<file path="config.mk">
export PLATFORM = sky130hd
export DESIGN_NAME = alu_sar_search
export DESIGN_NICKNAME = d
export VERILOG_FILES = /design/src/rtl/alu_sar_search.sv
export SDC_FILE = /design/constraint.sdc
export NUM_CORES = 1
export LEC_CHECK = 0
export CORE_MARGIN = 1.5
export CORE_UTILIZATION = 50
export DETAILED_ROUTE_END_ITERATION = 16
export HOLD_SLACK_MARGIN = 0.05
export PLACE_DENSITY = 0.89
export SYNTH_ARGS = -nofsm -noshare
export SYNTH_HDL_FRONTEND = slang
export SYNTH_SLANG_ARGS = --single-unit
</file>
<file path="constraint.sdc">
create_clock -name clk -period 2.9 [get_ports clk]
set_input_delay 0.435 -clock clk [delete_from_list [all_inputs] [get_ports clk]]
set_output_delay 0.435 -clock clk [all_outputs]
set_load 0.005 [all_outputs]
</file>
<file path="src/rtl/alu_sar_search.sv">
// alu_sar_search: successive-approximation search that reconstructs a comparator's hidden operand
module alu_sar_search #(
  parameter int WIDTH   = 32,
  parameter int CMP_LAT = 0
) (
  input  logic             clk,
  input  logic             rst,
  input  logic             start,
  output logic [WIDTH-1:0] probe,
  input  logic             gt,
  output logic             busy,
  output logic             done,
  output logic [WIDTH-1:0] result
);
  localparam int IW = $clog2(WIDTH);
  typedef enum logic [1:0] {IDLE, PROBE, WAIT, DONE} state_t;
  state_t state, state_n;
  logic [WIDTH-1:0] r, r_n;
  logic [IW-1:0] i, i_n;
  logic sample;
  function automatic logic [WIDTH-1:0] low_mask(input logic [IW-1:0] n);
    logic [WIDTH-1:0] m;
    for (int j = 0; j < WIDTH; j++) m[j] = j < int'(n);
    return m;
  endfunction
  always_comb begin
    sample = (state == WAIT) || (state == PROBE && CMP_LAT == 0);
    state_n = state;
    r_n = r;
    i_n = i;
    case (state)
      IDLE: if (start) begin
        state_n = PROBE;
        r_n = '0;
        i_n = IW'(WIDTH - 1);
      end
      PROBE, WAIT: if (!sample) state_n = WAIT;
      else begin
        r_n = gt ? r | (WIDTH'(1) << i) : r;
        state_n = (i == '0) ? DONE : PROBE;
        i_n = (i == '0) ? i : i - IW'(1);
      end
      default: state_n = IDLE;
    endcase
  end
  assign busy = (state == PROBE) || (state == WAIT);
  assign done = state == DONE;
  // probe is registered from next-state values so it is stable for the whole step
  always_ff @(posedge clk) begin
    if (rst) begin
      state <= IDLE;
      r <= '0;
      i <= '0;
      probe <= '0;
      result <= '0;
    end else begin
      state <= state_n;
      r <= r_n;
      i <= i_n;
      probe <= (state_n == PROBE || state_n == WAIT) ? r_n | low_mask(i_n) : '0;
      result <= (state_n == DONE) ? r_n : result;
    end
  end
endmodule
</file>
* After elaboration in Yosys (flattened, before gate mapping)
Cells that the tools add are included.
Widths: inputs -> output; s select.
** Word-level totals
- Register bits :: 103
- Output and inout port bits :: 66
- Word-level logic and storage cells :: 65
** Cells by class
- Multiplexer cells :: 12
- Shift operators :: 1
- Equality and inequality tests :: 6
- Bitwise logic cells :: 3
- $lt $le $gt $ge :: 31
- Reduce and logical (&&, ||, !) cells :: 6
- Add/subtract/negate cells :: 1
** Operators by type and width (count)
- $mux 32 :: 3
- $lt 5x5->1 const A :: 15
- $pmux 32 s2 :: 1
- $lt 4x5->1 const A :: 8
- $or 32x31->32 :: 1
- $or 32x32->32 :: 1
- $shl 1x5->32 const A :: 1
- $lt 3x5->1 const A :: 4
- $mux 5 :: 3
- $lt 1x5->1 const A :: 2
- $lt 2x5->1 const A :: 2
- $pmux 5 s2 :: 1
- $eq 2x2->1 const B :: 4
- $mux 2 :: 3
- $logic_not 5->1 :: 1
- $sub 5x1->5 const B :: 1
- $eq 2x1->1 const B :: 2
- $pmux 2 s2 :: 1
- $reduce_or 2->1 :: 2
- $logic_not 2->1 :: 1
- $logic_or 1x1->1 :: 2
- $not 1->1 :: 1

* Longest topological paths before layout
- Word-level depth :: 8
- Gate-level depth with buffers :: 10
- Mapped depth without buffers :: 9

* Worst setup path after synthesis
OpenSTA, ideal clock, no wires.
- Path type :: register -> register
- Start :: register i[0]
- End :: register result[27]
- Setup slack :: 664 ps
- Stages on the path, launching flop included :: 11
- Library setup time :: 86 ps
- Path buffers :: 2
- Data arrival time :: 2150 ps
- Path through :: dfxtp_1 -> inv_1 -> ha_1 -> nor4b_4 -> a22oi_1 -> nor2_1 -> ha_1 -> buf_1 -> clkbuf_1 -> nor2_1 -> a211oi_1
** Between the ends
- Longest elaborated chain between the ends :: 5
- Elaborated cells on any way between the ends :: 10
- Classes of those cells :: eq/ne: 1; shift: 1; mux: 6; bitwise: 1; reduce/logical: 1
** Ends and longest elaborated chain
- start, declared :: line 19 : logic [IW-1:0] i, i_n;
- start signal, assigned :: line 59 : i <= i_n;
- $logic_not 5->1 :: line 40 : state_n = (i == '0) ? DONE : PROBE;
- $mux 2 :: line 40
- $mux 2 :: line 37 : PROBE, WAIT: if (!sample) state_n = WAIT;
- $pmux 2 s2 :: line 31 : case (state)
- named net state_n[1] :: line 17 : state_t state, state_n;
- $eq 2x2->1 :: line 61 : result <= (state_n == DONE) ? r_n : result;
- end signal, assigned :: line 61
- end, declared :: line 13 : output logic [WIDTH-1:0] result
The timed path passes the listed nets, and every way through them passes these cells.
A chain may end at the register's enable or synchronous reset.

* Worst setup path in the final report
- Start :: register i[0]
- End :: register probe[16]
** Between the ends
- Longest elaborated chain between the ends :: 8
- Elaborated cells on any way between the ends :: 21
- Classes of those cells :: add/sub: 1; order compare: 1; eq/ne: 2; shift: 1; mux: 10; bitwise: 3; reduce/logical: 3
** Ends and longest elaborated chain
- parallel branches: the longest is 8 deep, another holds $sub 5x1->5
- end signal, assigned :: line 60 : probe <= (state_n == PROBE || state_n == WAIT) ? r_n | low_mask(i_n) : '0;
- end, declared :: line 9 : output logic [WIDTH-1:0] probe,
Parallel ways; which one is timed is not known.

==> qor.txt <==
status: completed
gpl congestion: 0.8980
area delta synth->final: 23.40%
Arrival @ worst endpoint: 2760 ps
layout cells sized above 1: 7.143%
Post-Syn Instances: 404
# IOs: 70
FF+latch count, synth: 103
Worst EP required: 3140 ps
Placed Cells: 545
area of the multi-input gates: 1615 µm²
Min Clock Period, post-route: 2518 ps
Worst Path Max Fanout: 22
Yosys cell types: 47
largest net degree at the start of global routing: 46
post-synthesis async set-or-reset flop share: 0%
Via density: 5.822
PostCTS Resize Cnt: 0
DIE AREA: 8323 µm²
pins over their slew limit: 0
Core Region: 7408 µm²
Post-Layout Cell Count: 561
RSZ-0062 raised after global routing: false
Starting DRT DRC Count: 238
setup TNS: 0 ps
Synth Warn #: 0
CTS Hold Bufs: 0
post-CTS setup buffer count: 0
Post-synth EDFFs: 0
drt first pass iters: 5
initial antenna violation count: 0
mapped cell area: 3892 µm²
fin nets: 469
die width: 91.23 µm
Startpoint Class: flip-flop
# diodes: 0
Seq/Total Area, Yosys: 52.97%
Die H: 91.23 µm
grt ovf: 0
Reg clk slew, reported paths: 90 ps
maximum clock path buffer count: 2
VDD IR-drop max: 0.0005547 V
HPWL after DPL: 6.572 mm
Routed WL per cell: 16.98 µm
P per Cell Area: 1189 nW/µm²
drt total wl: 9.524 mm
post-route ant nets: 0
Lkg Pwr: 1.696 nW
Net Count, Synth: 416
via count: 3266
Max Cap Viol: 0
average cell area after synthesis: 9.635 µm²
Design Power: 5.713 mW
CP endpoint kind: flip-flop
top post-synthesis cells by count: dfxtp_1 (103), nor2_1 (73), a211oi_1 (34)
Finish-stage setup viols: 0
DRC viols: 0
CTS tree: yes
clock latency on the worst-skew pair: 370 ps
Fillers: 590
Yosys top cell area share: 52.97%
Hold Fails Final Rpt: 0
Clock Sinks: 103
Clk Tree Root Cell: clkbuf_8
Synth area leader: dfxtp_1
Crit Path Class: reg -> reg
CTS buffer count: 9
Port-buffer cells: 69
normalized max-slew margin: 47.79%
final worst-path cycle share: 86.84%
worst slew pin tran: 781.5 ps
vias in the first global route: 3060
worst hold path type: reg -> reg
Synth area leaders: dfxtp_1 (53%), nor2_1 (7.0%), a211oi_1 (6.6%), a22oi_1 (5.6%), a31oi_1 (2.7%)
H-tree depth: 3
Clock Skew: 10.66 ps
max frequency: 0.3971 GHz
Total GRT Usage: 23.64%
storage element area: 2062 µm²
first-pass GRT wire length: 15.50 mm
starting density of the core: 52.54%
FP Rows: 31
most frequent cell after synthesis: dfxtp_1
ys flop type: dfxtp_1
==> per-stage QoR <==
stage	util, %	area [µm²]	setup slack, ps	hold slack, ps
final	64.84	4803	381.7	490.8
after global routing	64.84	4803	230.3	504.9
after CTS	64.84	4803	393.7	492.8
after detailed placement	61.83	4581	337.4	479.2
after global placement	61.83	4581	443.9	475.1
after floorplan	-	3892	664.1	460.5
==> routing by layer <==
metal / vias to the layer above / GRT usage, % / share of wire [%]
met5: - / 0 / 0
met4: 0 / 8.073 / 1.5
met3: 17 / 4.774 / 6.0
met2: 142 / 38.93 / 48
met1: 1536 / 30.83 / 44
li1: 1571 / - / -
==> registers in the layout, indices dropped and copies added (netlist names) <==
name / flops
i: 5
probe: 32
r: 32
result: 32
state: 2
==> area by class of cell <==
class | instances | area share (%)
Sequential cell | 103 | 42.93
Clock buffer | 12 | 3.022
Clock inverter | 4 | 1.615
Inverter | 7 | 0.5470
Tap cell | 99 | 2.579
Multi-Input combinational cell | 258 | 33.63
Timing Repair Buffer | 78 | 15.68
==> where the power goes <==
part / internal [mW] / switching, mW / total [mW]
clock: 0.515 / 0.465 / 0.980
combinational: 1.17 / 1.56 / 2.74
sequential: 1.78 / 0.219 / 2.00
==> worst max-delay path, cell delays in order, from the launching register on <==
cell	delay, ps
dfxtp_1	380
inv_1	130
ha_1	280
nor4b_4	360
or4b_1	210
nand3_2	410
o41ai_1	500
a21oi_1	130
==> cells by family (layout without fill, tap and decap cells) <==
logic type                 after synthesis  after routing  synth area share, %
AOI/OAI and AO/OA                      124            124                22.37
adders and majority gates                8              8                2.572
buffers and inverters                   43            101                5.593
DFF                                    103            103                52.97
muxes                                    1              1               0.2572
and+or+nand+nor                        125            125                16.23
==> cell usage in the layout, fill, tap and decap left out, types with 3 or more instances in the layout <==
| cell | count |
|---|---|
| nor2_1 | 73 |
| nor3_1 | 5 |
| nor2b_1 | 7 |
| and2_1 | 9 |
| nand2_1 | 5 |
| or3_1 | 3 |
| a21oi_1 | 12 |
| nand4_1 | 3 |
| a22oi_1 | 29 |
| nand3_2 | 3 |
| a211oi_1 | 34 |
| ha_1 | 7 |
| buf_4 | 9 |
| clkbuf_8 | 10 |
| a32oi_1 | 4 |
| dfxtp_1 | 103 |
| o21ai_0 | 7 |
| o22ai_1 | 8 |
| a31oi_1 | 17 |
| nand3_1 | 7 |
| inv_1 | 7 |
| clkdlybuf4s50_1 | 68 |
==> final timing paths <==
kind               from    endpoint  slack [ps]  cells after the start
max                i[0]   probe[16]         380                      7
min          result[10]  result[10]         490                      2
max reg2reg        i[0]   probe[16]         380                      7
min reg2reg  result[10]  result[10]         490                      2
(Power assumes the default switching activity.)
